### config.mk
export PLATFORM = sky130hd
export DESIGN_NAME = video_background
export DESIGN_NICKNAME = d
export VERILOG_FILES = /design/src/rtl/video_control_signals.sv /design/src/rtl/video_bg_shifter.sv /design/src/rtl/video_background.sv
export SDC_FILE = /design/constraint.sdc
export NUM_CORES = 1
export LEC_CHECK = 0
export CORE_MARGIN = 4
export CORE_UTILIZATION = 43
export DETAILED_ROUTE_END_ITERATION = 7
export HOLD_SLACK_MARGIN = 0.05
export PLACE_DENSITY = 0.64
export SLEW_MARGIN = 40
export SYNTH_ARGS = -nofsm -noshare
export SYNTH_HDL_FRONTEND = slang
export SYNTH_HIERARCHICAL = 1
export SYNTH_SLANG_ARGS = --single-unit
### constraint.sdc
create_clock -name I_clock -period 1.92 [get_ports I_clock]
set_input_delay 0.288 -clock I_clock [delete_from_list [all_inputs] [get_ports I_clock]]
set_output_delay 0.288 -clock I_clock [all_outputs]
set_load 0.02 [all_outputs]
### src/rtl/video_control_signals.sv
// video_control_signals: bit indices into the 16-bit sequencer strobe word
// that the PPU timing sequencer drives to the video datapath blocks.
// Each index names one strobe. Strobes are independent of each other, and
// several may be high in the same dot.
// Ports: none (package only).
package video_control_signals;

  // Fetch slots: address phase (even) and data phase (odd).
  localparam int video_fetch_nt_byte_addr  = 0;
  localparam int video_fetch_nt_byte_data  = 1;
  localparam int video_fetch_at_byte_addr  = 2;
  localparam int video_fetch_at_byte_data  = 3;
  localparam int video_fetch_tile_lo_addr  = 4;
  localparam int video_fetch_tile_lo_data  = 5;
  localparam int video_fetch_tile_hi_addr  = 6;
  localparam int video_fetch_tile_hi_data  = 7;

  // Background shifter control and pixel qualifiers.
  localparam int video_shift_bg            = 8;
  localparam int video_reload_bg           = 9;
  localparam int video_pixel_left8         = 10;
  localparam int video_pixel_visible       = 11;

  localparam int video_control_width       = 16;

  typedef logic [video_control_width-1:0] video_control_t;
  typedef logic [3:0]                     bg_pixel_t;

  // Shift-then-reload result for one 16-bit tile shifter.
  // With both operations the low byte is replaced after the shift,
  // which leaves {sr[14:7], data}.
  function automatic logic [15:0] bg_shift_load(input logic [15:0] sr,
                                                input logic        shift,
                                                input logic        load,
                                                input logic [7:0]  data);
    logic [15:0] v;
    v = shift ? {sr[14:0], 1'b0} : sr;
    if (load) begin
      v = {v[15:8], data};
    end
    return v;
  endfunction

endpackage

### src/rtl/video_bg_shifter.sv
// video_bg_shifter: one 16-bit background tile shifter. It shifts MSB-first
// (left). A load replaces bits [7:0] with load_data. When shift and load
// are asserted together, the shift happens first.
// Ports:
//   clock     - PPU dot clock
//   reset     - asynchronous active-low reset, clears the register
//   shift     - shift left by one, a zero enters at bit 0
//   load      - replace the low byte with load_data
//   load_data - byte loaded into bits [7:0]
//   value     - current register contents
module video_bg_shifter
  import video_control_signals::*;
(
  input  logic        clock,
  input  logic        reset,
  input  logic        shift,
  input  logic        load,
  input  logic [7:0]  load_data,
  output logic [15:0] value
);

  logic [15:0] sr_reg;

  always_ff @(posedge clock or negedge reset) begin
    if (!reset) begin
      sr_reg <= 16'h0000;
    end else if (shift || load) begin
      sr_reg <= bg_shift_load(sr_reg, shift, load, load_data);
    end
  end

  assign value = sr_reg;

endmodule

### src/rtl/video_background.sv
// video_background: background pixel pipeline for the PPU.
// It captures the nametable quadrant, the attribute byte and the two pattern
// bytes during their fetch data slots. It reloads them into four 16-bit tile
// shifters and emits one registered 4-bit background pixel per dot, selected
// by fine-X.
// Ports:
//   I_clock    - PPU dot clock
//   I_reset    - asynchronous active-low reset
//   I_control  - sequencer strobes (bit indices in video_control_signals)
//   I_ppumask  - PPUMASK: [1] show left-8 BG, [3] BG enable, [4] sprite enable
//   I_vid_fine - fine-X scroll
//   I_vid_addr - current PPU bus address
//   I_vid_data - PPU bus read data
//   O_bg_pixel - {attr[1:0], pat_hi, pat_lo}, 0 = transparent
// Configuration macro: VIDEO_BG_LEFT_CLIP_EN. When it is defined, the pixel is
// blanked while video_pixel_left8 is high and I_ppumask[1] is clear. When it is
// undefined, the left-8 clip is not built.
module video_background
  import video_control_signals::*;
(
  input  logic        I_clock,
  input  logic        I_reset,
  input  logic [15:0] I_control,
  input  logic [7:0]  I_ppumask,
  input  logic [2:0]  I_vid_fine,
  input  logic [13:0] I_vid_addr,
  input  logic [7:0]  I_vid_data,
  output logic [3:0]  O_bg_pixel
);

  // While neither BG nor sprites render, the whole fetch pipeline is frozen.
  logic rendering;
  assign rendering = I_ppumask[3] | I_ppumask[4];

  logic nt_strobe, at_strobe, lo_strobe, hi_strobe, shift_en, reload_en;
  assign nt_strobe = rendering & I_control[video_fetch_nt_byte_data];
  assign at_strobe = rendering & I_control[video_fetch_at_byte_data];
  assign lo_strobe = rendering & I_control[video_fetch_tile_lo_data];
  assign hi_strobe = rendering & I_control[video_fetch_tile_hi_data];
  assign shift_en  = rendering & I_control[video_shift_bg];
  assign reload_en = rendering & I_control[video_reload_bg];

  logic [1:0] quad_reg;
  logic [1:0] at_latch_reg;
  logic [7:0] lo_latch_reg;
  logic [7:0] hi_latch_reg;

  // The quadrant {coarse-Y bit 1, coarse-X bit 1} selects which 2-bit field
  // of the attribute byte applies to this tile.
  logic [7:0] at_shifted;
  assign at_shifted = I_vid_data >> {quad_reg, 1'b0};

  always_ff @(posedge I_clock or negedge I_reset) begin
    if (!I_reset) begin
      quad_reg     <= 2'b00;
      at_latch_reg <= 2'b00;
      lo_latch_reg <= 8'h00;
      hi_latch_reg <= 8'h00;
    end else begin
      if (nt_strobe) quad_reg     <= {I_vid_addr[6], I_vid_addr[1]};
      if (at_strobe) at_latch_reg <= at_shifted[1:0];
      if (lo_strobe) lo_latch_reg <= I_vid_data;
      if (hi_strobe) hi_latch_reg <= I_vid_data;
    end
  end

  // Shifter order: 0 = pattern lo, 1 = pattern hi, 2 = attr lo, 3 = attr hi.
  // The attribute bits are replicated across a whole tile so that they stay
  // aligned with the pattern bits as both shift.
  logic [7:0]  load_data [4];
  logic [15:0] sr_value  [4];

  assign load_data[0] = lo_latch_reg;
  assign load_data[1] = hi_latch_reg;
  assign load_data[2] = {8{at_latch_reg[0]}};
  assign load_data[3] = {8{at_latch_reg[1]}};

  generate
    for (genvar gi = 0; gi < 4; gi++) begin : g_sr
      video_bg_shifter u_sr (
        .clock     (I_clock),
        .reset     (I_reset),
        .shift     (shift_en),
        .load      (reload_en),
        .load_data (load_data[gi]),
        .value     (sr_value[gi])
      );
    end
  endgenerate

  // Fine-X picks a bit from the upper tile: a larger fine-X reads further
  // toward the incoming tile.
  logic [3:0] sel_idx;
  assign sel_idx = 4'd15 - {1'b0, I_vid_fine};

  logic [3:0] raw_pixel;
  assign raw_pixel = {sr_value[3][sel_idx], sr_value[2][sel_idx],
                      sr_value[1][sel_idx], sr_value[0][sel_idx]};

  logic pixel_enable;
  always_comb begin
    pixel_enable = I_ppumask[3] & I_control[video_pixel_visible];
`ifdef VIDEO_BG_LEFT_CLIP_EN
    if (I_control[video_pixel_left8] && !I_ppumask[1]) begin
      pixel_enable = 1'b0;
    end
`endif
  end

  logic [3:0] pixel_next;
  assign pixel_next = pixel_enable ? raw_pixel : 4'h0;

  always_ff @(posedge I_clock or negedge I_reset) begin
    if (!I_reset) begin
      O_bg_pixel <= 4'h0;
    end else begin
      O_bg_pixel <= pixel_next;
    end
  end

  // Only some bits of the control word, mask and address matter to this block.
  logic unused_inputs;
  assign unused_inputs = ^{I_control, I_ppumask, I_vid_addr};

endmodule

Word-level counts from Yosys, hierarchy flattened
Index checks and enable logic that the tools add are counted.
Operators by class
  add/sub/neg operators: 1
  magnitude comparators: 1
  shift operators: 1
  mux-type cells: 17
  bitwise gates (word level): 8
  reduce and logical (&&, ||, !) cells: 3
Operators with widths (number)
  $mux W16: 4
  $mux W8: 4
  $bmux W1 S4: 4
  $shr A8 B3 Y2: 1
  $and A1 B1 Y1: 7
  $lt A4 B5 Y1 const B: 1
  $mux W1: 4
  $mux W4: 1
  $sub A4 B3 Y4 const A: 1
  $reduce_and A2 Y1: 1
  $reduce_bool A2 Y1: 1
  $logic_or A1 B1 Y1: 1
  $or A1 B1 Y1: 1
Word-level totals
  register bits: 88
  bits of input ports: 51
  output and inout bits: 4
  logic and storage cells: 44

Longest topological paths before layout
Gate-level depths: netlist of the first run.
  word-level depth: 4
  mapped depth: 6
  depth with buffers taken out: 3

Modules after synthesis
Netlist of the first run, hierarchy kept.
Modules (own cells, without submodules)
  video_bg_shifter: times used 4, cells an instance 51, area each 680.7 um2, sequential area each 400.4 um2
  video_background: times used 1, cells an instance 95, area each 1222.4 um2, sequential area each 600.6 um2

Worst setup path after synthesis of the first run
No wires, ideal clock.
  kind: input to register
  from: input port I_ppumask[3]
  to: register g_sr[2].u_sr.sr_reg[5]
  library setup time: 80 ps
  arrival: 1351 ps
  required time: 1840 ps
  slack: 489 ps
  stages on the path: 5
  buffers on the path: 2
  path through: buf_2 -> o21a_1 -> buf_2 -> nand2_1 -> o21ai_1
Between the ends
  word-level cells in the longest chain between the ends: 4
  elaborated cells between the ends (all ways): 7
  those cells by class: mux: 1; bitwise: 3; reduce/logical: 3
Ends and longest elaborated chain
  start: declaration: line video_background.sv:24  | input logic [7:0] I_ppumask,
  $or A1 B1 Y1 *: line video_background.sv:33  | assign rendering = I_ppumask[3] | I_ppumask[4];
  $and A1 B1 Y1 *: line video_background.sv:41  | assign reload_en = rendering & I_control[video_reload_bg];
  net reload_en: line video_background.sv:35  | logic nt_strobe, at_strobe, lo_strobe, hi_strobe, shift_en, reload_en;
  $reduce_bool A2 Y1 (no line) or $logic_or A1 B1 Y1 (tied branches)
  $reduce_and A2 Y1 (no line)
  end signal: assignment: line video_bg_shifter.sv:28  | sr_reg <= bg_shift_load(sr_reg, shift, load, load_data);
  end: declaration: line video_bg_shifter.sv:22  | logic [15:0] sr_reg;
The timed path passes the listed nets; every way through them passes the cells marked *.
A chain may end at the register's enable or synchronous reset.

Worst setup path after layout of the first run
  from: register O_bg_pixel[2]
  to: output port O_bg_pixel[2]
RTL lines
  start: declaration: line video_background.sv:28  | output logic [3:0] O_bg_pixel
  start signal: assignment: line video_background.sv:117  | O_bg_pixel <= pixel_next;
No word-level cell between the ends.

==> results of run 1 <==
-- worst paths after layout --
path                                               end  cells past startpoint
worst max-delay path                     O_bg_pixel[2]                      1
worst min register to register   g_sr[0].u_sr/value[2]                      2
worst max register to register         at_latch_reg[1]                      2
worst min-delay path            g_sr[3].u_sr/value[13]                      2
min in group I_clock             g_sr[0].u_sr/value[2]                      2
max in group asynchronous        g_sr[2].u_sr/value[5]                      3
-- cell families (layout without fill, tap and decap cells) --
kind of cell	after synthesis	count (layout)	synth area share, %
AO/OA/AOI/OAI	42	42	5.645
AND/OR/NAND/NOR	56	56	6.343
flip-flops	88	88	55.82
buffers and inverters	15	60	4.282
multiplexers	98	98	27.91
-- routing by layer --
metal	GRT usage, %	vias up
met1	16.89	1153
li1	-	1132
met3	3.794	10
met2	21.12	31
met4	4.938	0
met5	0	-
-- area by class of cell --
type / count / share of cell area [%]
well taps: 108 / 2.962
clock inverters: 6 / 0.9600
clock buffers: 10 / 3.017
flip-flops and latches: 88 / 48.27
repair buffers: 44 / 10.09
multi-input cells: 196 / 34.70
-- metrics by stage --
stage	utilization, %	instances	cell area [µm²]
4_1_cts	51.80	452	4562
5_1_grt	51.80	452	4562
6_report	51.80	452	4562
3_5_place_dp	49.63	435	4370
2_1_floorplan	-	299	3945
3_3_place_gp	49.63	435	4370
-- cells in the final DEF (no fill, tap or decap) --
master            n
o21a_4            1
o21a_2            1
o21ai_1          28
clkinv_2          2
mux2_4            8
dfrtp_1          88
buf_12            5
mux2i_1          44
o21ai_2           2
clkinvlp_4        1
dlygate4sd3_1     1
nand2_1          41
mux2_2           44
buf_4            12
nor2_1            1
nand3_1           4
and4_1            4
nand2b_1          4
inv_6             1
a21oi_1           4
mux4_2            2
clkinv_4          2
clkdlybuf4s50_1  26
clkbuf_8         10
o21ai_0           6
nor2b_1           2
-- where the power goes --
part	internal [µW]	switching (µW)
clock	510	641
combinational	650	402
sequential	2370	345
==> impl.org, run 1 <==
** Finish
- Total area of sequential cells :: 2202 µm²
- The register with the most flip-flops in the layout has 64 of them.
- In the final layout, the share of cells above drive strength 1 is 26.45%.
- The number of antenna diodes in the final layout is 0.
- For this run, the post-layout net count is between 300 and 400.
- P&R area growth vs syn :: 15.64%
- Area of the multi-input gates :: approximately 1600 µm²
- Number of fillers in the final layout :: 772

** Clock network
- H-tree depth reported by CTS :: 3
- TritonCTS built the clock tree.
- Max Buffers Root-to-Sink :: 2
- The tree is rooted in a clkbuf_8.
- After clock tree synthesis, the clock-pin slew on the worst setup and hold paths is ~0.09 ns.
- Post-CTS setup buffer count :: 0
- Total of hold buffers inserted after clock tree synthesis :: 1
- The number of gates resized after CTS was 0.
- Source-to-sink clock delay at the later pin of the worst-skew pair :: 0.35 ns
- Total clock sinks :: 88
- CTS buffer count :: 9

** GRT
- Pin count of the biggest net entering global routing :: 69
- The number of global-route vias before repair is 2431.
- Antenna violations before repair :: 0
- The first global-routing pass estimated between 10000 and 15000 µm of wire.
- Across every metal layer, demand over resource in global routing totals a little over an eighth.
- After global routing the overflow that remains totals 0.

** Logic synthesis
- Top-count cell post-synth :: dfrtp_1
- Synth warn :: 6
- Post-synth EDFFs :: 0
- Sorting the synthesized cells by how often they occur yields dfrtp_1 (88), mux2_2 (44), mux2i_1 (44).
- Yosys top cell area share :: a little under three fifths
- Flops & latches, synth :: 88
- After synthesis, the mean cell area works out to 13.19 µm².
- Summed over all instances, the cell type with the most area after synthesis is dfrtp_1.
- Top_reg_cell synth :: dfrtp_1
- Sequential cell area fraction in the yosys report :: 55.82%
- Leading post-synthesis cells by cell area :: dfrtp_1 (56%), mux2_2 (13%), mux2i_1 (11%), nand2_1 (3.9%), o21ai_1 (3.6%)
- Syn nets :: 350
- In the synthesized netlist, the number of instances is 299.
- Synth unique cells :: 20
- In this run the cell area of the synthesized design comes to 3945 µm².
- In the synthesized netlist the async set-or-reset flop fraction comes to 100.0%.

** Floorplanning
- In this run the vertical extent of the chip is 103.8 µm.
- Floorplan die area :: 10770 µm²
- For this configuration, the core starts out at a cell density of ~45%.
- The total area inside the core boundary comes to about 8800 µm².
- Num ports :: 55
- Measured along the x axis, the die boundary spans 103.8 µm.
- The floorplan has 34 rows.

** Placed design
- Pre-CTS setup slack :: roughly 0.15 ns
- At the end of routability-driven placement, the weighted congestion stood at 0.7438.
- I/O Buffers :: 27
- The wire-length estimate of the detail-placed layout is 4545 µm.

** STA
- Setup repair after global routing left no endpoint under its margin.
- The worst pin sits at a relative slew slack of 74.97%.
- Derived from the worst setup path, the maximum achievable clock frequency is 638.0 MHz.
- Fin Setup TNS :: 0 ns
- Fin worst setup slack :: 0.3526 ns
- For the pin with the worst max-slew slack, the measured transition is approximately 0.38 ns.
- Setup violations remaining at the end of the flow were counted as 0.
- Period minus WS final :: 1.567 ns
- The hold violation total from the final report is 0.
- Across all hold checks on the routed design, the worst slack comes to 0.3634 ns.
- Count of pins over their slew limit :: 0
- Final period utilization :: 81.63%
- Final clock skew :: 0.01039 ns

** Routing
- Dividing the detail-routed via count by the number of cells gives 5.146.
- Detailed Routing Iterations Pass 1 :: 4
- Via count of the routed design :: 2326
- Dividing the detail-routed wire length by the instance count gives 14.21 µm.
- Highest routing layer actually used :: met4
- Antenna viol nets, final :: 0
- In the detailed route, the total length drawn on met2 is 3074 µm.
- The final layout contains routed wiring with a total length of 6422 µm.
- Metal-1 WL :: 3061 µm
- Summed over all nets, wire length on met3 after detailed routing comes to approximately 190 µm.
- DRC violations left :: 0
- For this block, the initial DRC count from the detailed router was 70.

** Setup path
- Gate family responsible for the most delay along the worst path :: buffers and inverters
- Crit start category :: register
- For flop-to-flop paths, the worst setup slack is between 0.5 and 0.6 ns.
- Critical-path cell with the highest stage delay :: clkdlybuf4s50_1
- Buffers & Inverters on Critical Path :: 1
- Crit path launch :: O_bg_pixel[2]
- Worst EP required :: 1.63 ns
- In this run the worst path has a maximum fanout of 1.
- In this run the critical register-to-register path is launched from quad_reg[0].
- Arrival time at the worst endpoint :: approximately 1.3 ns
- CP Class :: register to primary output
- The critical path goes through clkdlybuf4s50_1.
- STA classifies the critical path endpoint as a primary output.
- In this design, the stage delay of the slowest critical-path cell is 0.60 ns.

** Pwr
- Areal power density over the cells :: 1078 nW/µm²
- Max VDD drop :: 536.1 µV
- Summed over all cells, the static leakage comes to 0.002033 µW.
- Total power :: slightly below 5000 µW

** Run
- The tool flagged a number of max-cap violations equal to 0.

** Status
- The flow ran to the end, and the final reports show no timing, DRC or antenna violations.

** Hold path
- The worst hold path belongs to the class input port to asynchronous set/reset pin.
Power figures use the tool's default switching activity.
==> run 2: changes to the inputs <==
- PLACE_DENSITY: 0.64 -> 0.67
- clock period: 1.92 -> 1.35 ns (I/O delays scaled with it)
==> impl.org, run 2 (same netlist as run 1, synthesis figures left out) <==
** Status
- Run status :: finished with violations
- Violations in the final reports :: negative setup slack

** GRT
- Overflow left after global routing :: 0
- Entering global routing, the biggest net connects 89 pins.
- Global-route total usage across every layer :: 13.41%
- Antenna violations before repair :: 0
- The first global-routing pass estimated 11800 µm of wire.
- The number of global-route vias before repair came to between 2000 and 2500.

** Pwr
- Clock network fraction of design power :: 25.2%
- Reg power frac :: 53.3%
- Areal power density over the cells :: 1519 nW/µm²
- The worst-case IR drop observed on VDD is 864.4 µV.
- For this design the total switching power over the nets is ~2000 µW.
- Leakage dissipation :: 0.002175 µW
- Total power :: 7252 µW
- Net switching is between 20% and 30% of the power.
- The internal power of the cells totals between 5000 and 6000 µW.
- Combinational share of power :: 21.5%

** Clock network
- No sink is reached through more buffers than the 2 on the longest clock path.
- After clock tree synthesis, the clock-pin slew on the worst setup and hold paths is approximately 0.09 ns.
- The H-tree generated during clock tree synthesis spans 3 levels.
- Buffers added to address setup during post-CTS repair amount to 0.
- CTS tree :: built
- The clock drives 88 sinks.
- The number of clock buffers added by TritonCTS is 9.
- At the later pin of the worst-skew pair, clock insertion delay measures ~0.35 ns.
- The root buffer cell chosen for the clock tree is clkbuf_8.

** Routing
- The first routing iteration left 85 violations.
- The routed design has 6858 µm of wire.
- Ratio of routed vias to standard cells :: 5.072
- The count of nets left with antenna violations once routing finished came out at 0.
- For this run, design rule violations remaining after detail routing come to 0.
- The first detailed-routing pass took 4 iterations.
- In the final routed layout, each cell accounts on average for 14.50 µm.
- Summing over every cut layer, the via total after detailed routing is 2399.

** Setup path
- STA classifies the critical path startpoint as a register.
- Delay contributed by the slowest stage of the critical path :: 0.55 ns
- The worst setup path is captured at a register.
- At the worst endpoint, the required time is 1.59 ns.
- Cell chain of the critical path :: mux4_2 > mux2_2
- CP Class :: register to register
- For the worst setup path, the data arrival time is 1.59 ns.
- For flop-to-flop paths, the worst setup slack is -0.006 ns.
- Maximum net fanout on the critical path :: 3
- The slowest stage of the critical path belongs to the cell mux4_2.

** STA
- Counting I/O delays and the setup requirement, the final critical path takes 1.356 ns.
- Of the available clock period, the critical path in the final layout requires 100.5%.
- Maximum operating frequency :: 737.3 MHz
- The worst pin sits at a relative slew slack of 68.84%.
- Fin worst setup slack :: -0.006272 ns
- Final hold violations :: 0
- Final setup violation count :: 2
- Worst hold slack :: 0.4145 ns
- Count of pins over their slew limit :: 0
- At the pin with the least slew margin, the transition time is 0.4675 ns.
- Setup repair after global routing missed its margin :: true
- For the final database, setup skew stands at 0.01282 ns.

** Finish
- Relative to the synthesized area, the layout overhead comes to 21.00%.
- Most used cells in the layout excluding fill and tap cells :: dfrtp_1 (88), mux2i_1 (44), mux2_2 (44)
- For this run, the share of the core covered by cells in the final layout is 54.21%.
- Most common cell after layout, fill and taps aside :: dfrtp_1
- Number of fillers in the final layout :: 753
- Ratio of cells with drive above 1 in the final layout :: 30.68%
- After the last flow step, the layout net total stands at 411.
- The register with the most flip-flops in the layout has 64 of them.
- The finished layout holds between 400 and 500 standard cells, fillers aside.
- The repair_antennas step left the layout with diodes totalling 0.

** Floorplanning
- 55 I/O pins were placed.
- Floorplan die area :: 10770 µm²
- Number of rows created at floorplan :: 34
- Core outline area :: 8806 µm²
- Die span in x :: 103.8 µm
- Once the floorplan was initialized, standard cells occupied between 40% and 50% of the core.
- Chip Height :: 103.8 µm

** Run
- The tool flagged a number of max-cap violations equal to 0.

** Placed design
- Port buffering added 27 buffers.
- Cell Count Post-Placement :: 456
- Routability-driven placement finished with a final weighted congestion of between 0.7 and 0.8.
- After legalization and detailed placement, the total HPWL measured 4818 µm.
- OpenSTA, run right after detailed placement, puts the worst setup slack at -0.3362 ns.

** Hold path
- The worst hold path belongs to the class input port to asynchronous set/reset pin.
-- run 2: cell types whose count changed in the layout (fill, tap and decap cells not counted) --
| cell | previous run | this run |
|---|---|---|
| clkdlybuf4s50_1 | 26 | 22 |
| o21ai_1 | 28 | 29 |
| buf_12 | 5 | 8 |
| clkinv_4 | 2 | 3 |
| clkinvlp_4 | 1 | 0 |
| dlygate4sd2_1 | 0 | 4 |
| clkinv_2 | 2 | 1 |
| buf_4 | 12 | 30 |
| clkbuf_8 | 10 | 9 |
| inv_6 | 1 | 2 |
| o21ai_0 | 6 | 5 |
| bufinv_16 | 0 | 1 |
-- run 2: area by class of cell --
cell class | count | area [µm²] | share of cell area [%]
repair buffers | 65 | 650.6 | 13.63
flip-flops and latches | 88 | 2202 | 46.13
clock buffers | 9 | 123.9 | 2.595
well taps | 108 | 135.1 | 2.831
multi-input cells | 196 | 1583 | 33.16
clock inverters | 7 | 78.83 | 1.651
-- run 2: worst paths after layout --
kind	start	to	cells after the start
setup / recovery	quad_reg[0]	at_latch_reg[1]	2
hold / removal	I_reset	g_sr[2].u_sr/value[4]	3
setup reg to reg	quad_reg[0]	at_latch_reg[1]	2
hold reg to reg	hi_latch_reg[5]	g_sr[1].u_sr/value[5]	2
max in group asynchronous	I_reset	at_latch_reg[0]	3
min in group I_clock	I_vid_addr[1]	quad_reg[0]	2
-- run 2: power by group through the flow --
stage | clock network (µW) | registers, µW | logic [µW]
2_1_floorplan | 0 | 3780 | 1160
3_3_place_gp | 0 | 3900 | 1520
3_5_place_dp | 0 | 3930 | 1580
4_1_cts | 1890 | 3880 | 1580
5_1_grt | 1980 | 3980 | 1720
6_report | 1830 | 3870 | 1560
-- run 2: through the flow --
stage	area, µm²	setup TNS, ns
after floorplan	3945	0
after global placement	4566	-20.24
after detailed placement	4566	-22.30
after CTS	4773	-0.03052
after global routing	4773	-0.08366
final	4773	-0.01099
-- run 2: per-layer routing --
layer  track usage, %  routed length [µm]  share of wire, %
met3            3.607                 211               3.1
met5                0                   0                 0
met1            17.06                3174                46
met2            22.01                3366                49
met4            5.033                 104               1.5
-- run 2: repair_timing --
action                                 CTS  global route
setup endpoints to repair                6             4
resized for setup                        4             1
hold buffers                             1             0
endpoints found under the hold margin   88             0
pin swaps                                0             0
-- run 2: critical path: cells and delay by family, from the launching register on --
family / cells / cell delay [ns]
multiplexers: 2 / 0.83
flip-flops: 1 / 0.41
==> run 3: changes to the inputs <==
- CORE_ASPECT_RATIO: default -> 1.1
==> impl.org, run 3 (same netlist as run 1, synthesis figures left out) <==
** Floorplanning
- The region available for standard cell placement spans 8919 µm².
- Chip Height :: ~110 µm
- The die covers 10770 µm².
- Starting density of the core :: 44.23%
- In this run the core area contains 36 standard-cell rows.
- For this design the top-level I/O count stands at 55.
- Die span in x :: 99.33 µm

** Finish
- The multi-input combinational cells in the finished layout cover a total of about 1600 µm².
- Most used cells in the layout excluding fill and tap cells :: dfrtp_1 (87), mux2i_1 (44), mux2_2 (44)
- Of the cells placed in the final design, the portion with a size suffix greater than 1 is approximately 30%.
- In the final design database the tool counted about 410 nets.
- P&R area growth vs syn :: 21.38%
- The library cell used most frequently in the layout, excluding fill and tap cells, is dfrtp_1.
- The register with the most flip-flops in the layout has 64 of them.
- Final cell count without fillers :: 479
- Number of fillers in the final layout :: 751
- At the end of the flow the core is filled with cells to 53.69%.
- Total area of sequential cells :: 2203 µm²
- Antenna diodes :: 0

** Setup path
- The worst setup path is captured at a register.
- Flop-to-flop setup slack :: 0.07 ns
- Cell chain of the critical path :: mux4_2 > mux2_2
- CP Class :: register to register
- Maximum net fanout on the critical path :: 3
- Crit start category :: register
- Arrival time at the worst endpoint :: 1.52 ns
- Critical-path cell with the highest stage delay :: mux4_2
- Crit path launch :: quad_reg[0]
- The endpoint identified for the worst register-to-register timing path is at_latch_reg[0].
- Worst EP required :: 1.59 ns
- The worst register-to-register path begins at quad_reg[0].
- The largest single stage delay on the critical path is 0.51 ns.
- Worst setup path endpoint :: at_latch_reg[0]
- The worst register-to-register path has a depth of 2.

** GRT
- Global routing used 13.96% of the available tracks.
- Number of global-route vias before repair :: 2440
- Entering global routing, the biggest net connects 54 pins.
- The first global-routing pass estimated 11880 µm of wire.
- The initial antenna violation count is 0.
- The total overflow left after global routing is 0.

** Routing
- The count of nets left with antenna violations once routing finished came out at 0.
- WL final :: 7006 µm
- In the final routed layout, each cell accounts on average for about 15 µm.
- The final route contains approximately 2400 vias.
- Ratio of routed vias to standard cells :: 5.019
- Detailed Routing Iterations Pass 1 :: 4
- For this run, design rule violations remaining after detail routing come to 0.
- The first routing iteration left 105 violations.

** STA
- Fin Setup TNS :: 0 ns
- Max_slew headroom :: 76.43%
- Final setup violation count :: 0
- Maximum operating frequency :: 780.2 MHz
- Setup repair after global routing left no endpoint under its margin.
- Final hold violations :: 0
- For the finished layout, the period the worst path requires is 1.282 ns.
- Final clock skew :: 0.009789 ns
- Worst slew pin tran :: approximately 0.35 ns
- The final critical path takes up 94.94% of the cycle.
- Count of pins over their slew limit :: 0

** Placed design
- RePlAce Congestion :: around 0.78
- Port buffering added 27 buffers.
- After legalization and detailed placement, the total HPWL measured roughly 4900 µm.
- Counting tap cells, the placed design contains a total of 462 instances.

** Pwr
- Summed over all cells, the static leakage comes to roughly 0.0022 µW.
- Areal power density over the cells :: 1560 nW/µm²
- Max VDD drop :: 655.9 µV
- Total power :: 7471 µW

** Clock network
- Max Buffers Root-to-Sink :: 2
- Clk Tree Root Cell :: clkbuf_8
- Total clock sinks :: 88
- CTS buffer count :: 9
- CTS tree :: built
- Clock latency on the worst-skew pair, taken at its later pin, is 0.35 ns.
- After clock tree synthesis, the clock-pin slew on the worst setup and hold paths is 0.09 ns.
- H-tree depth reported by CTS :: 3
- Post-CTS setup buffer count :: 0

** Run
- Across the run, the number of max-cap violations was 0.

** Hold path
- The min-delay analysis places its worst path in the category input port to asynchronous set/reset pin.

** Status
- Run status :: finished clean
## run 3: changes by cell type in the layout (fill, tap and decap cells not counted)
cell	before	now
clkbuf_8	9	10
clkinv_4	3	0
clkinvlp_4	0	1
buf_4	30	31
buf_12	8	7
dfrtp_2	0	1
clkinv_2	1	0
o21ai_1	29	28
o21ai_0	5	6
bufinv_16	1	2
clkbuf_1	0	2
inv_6	2	1
dfrtp_1	88	87
## run 3: worst min path at each step
stage | start | end
2_1_floorplan | I_reset | O_bg_pixel[0]
3_3_place_gp | I_reset | g_sr[3].u_sr/value[2]
3_5_place_dp | I_reset | g_sr[3].u_sr/value[3]
4_1_cts | I_reset | g_sr[3].u_sr/value[15]
5_1_grt | I_reset | g_sr[3].u_sr/value[3]
6_report | I_reset | g_sr[3].u_sr/value[3]
## run 3: report_power, final
part           internal (µW)  leakage (µW)  total [µW]  switching, µW
registers               3370       0.00108        3890            526
clock network           1100      0.000107        2030            926
logic                    966      0.000985        1550            582
## run 3: area by class of cell
| cell class | count | area share (%) |
|---|---|---|
| well taps | 114 | 2.979 |
| clock buffers | 12 | 3.031 |
| flip-flops and latches | 88 | 46.02 |
| repair buffers | 65 | 13.33 |
| multi-input cells | 196 | 33.05 |
| clock inverters | 4 | 1.594 |
## run 3: layer usage
metal / vias to the layer above / GRT usage, % / routed length (µm)
met5: - / 0 / 0
met4: 0 / 6.634 / 86
met3: 4 / 2.452 / 193
met2: 36 / 22.65 / 3542
met1: 1188 / 18.20 / 3183
li1: 1176 / - / -
## run 3: per-stage QoR
step | hold slack (ns) | setup slack, ns | area, µm²
global route | 0.3977 | 0.01215 | 4788
floorplan | -0.09309 | 0.004746 | 3945
global placement | 0.1976 | -0.2625 | 4561
finish | 0.3664 | 0.06828 | 4788
detailed placement | 0.2003 | -0.2942 | 4561
CTS | 0.3692 | 0.02847 | 4787
## run 3: worst max-delay path, delay by kind of cell, from the launching register on
family	cells	cell delay [ns]
DFF	1	0.40
muxes	2	0.78
## run 3: repair_timing
action	4_1_cts	5_1_grt
hold buffers	1	0
hold endpoints to repair	88	0
gates resized for setup	4	1
pin swaps	0	0
gates cloned	0	0
endpoints found under the setup margin	4	2
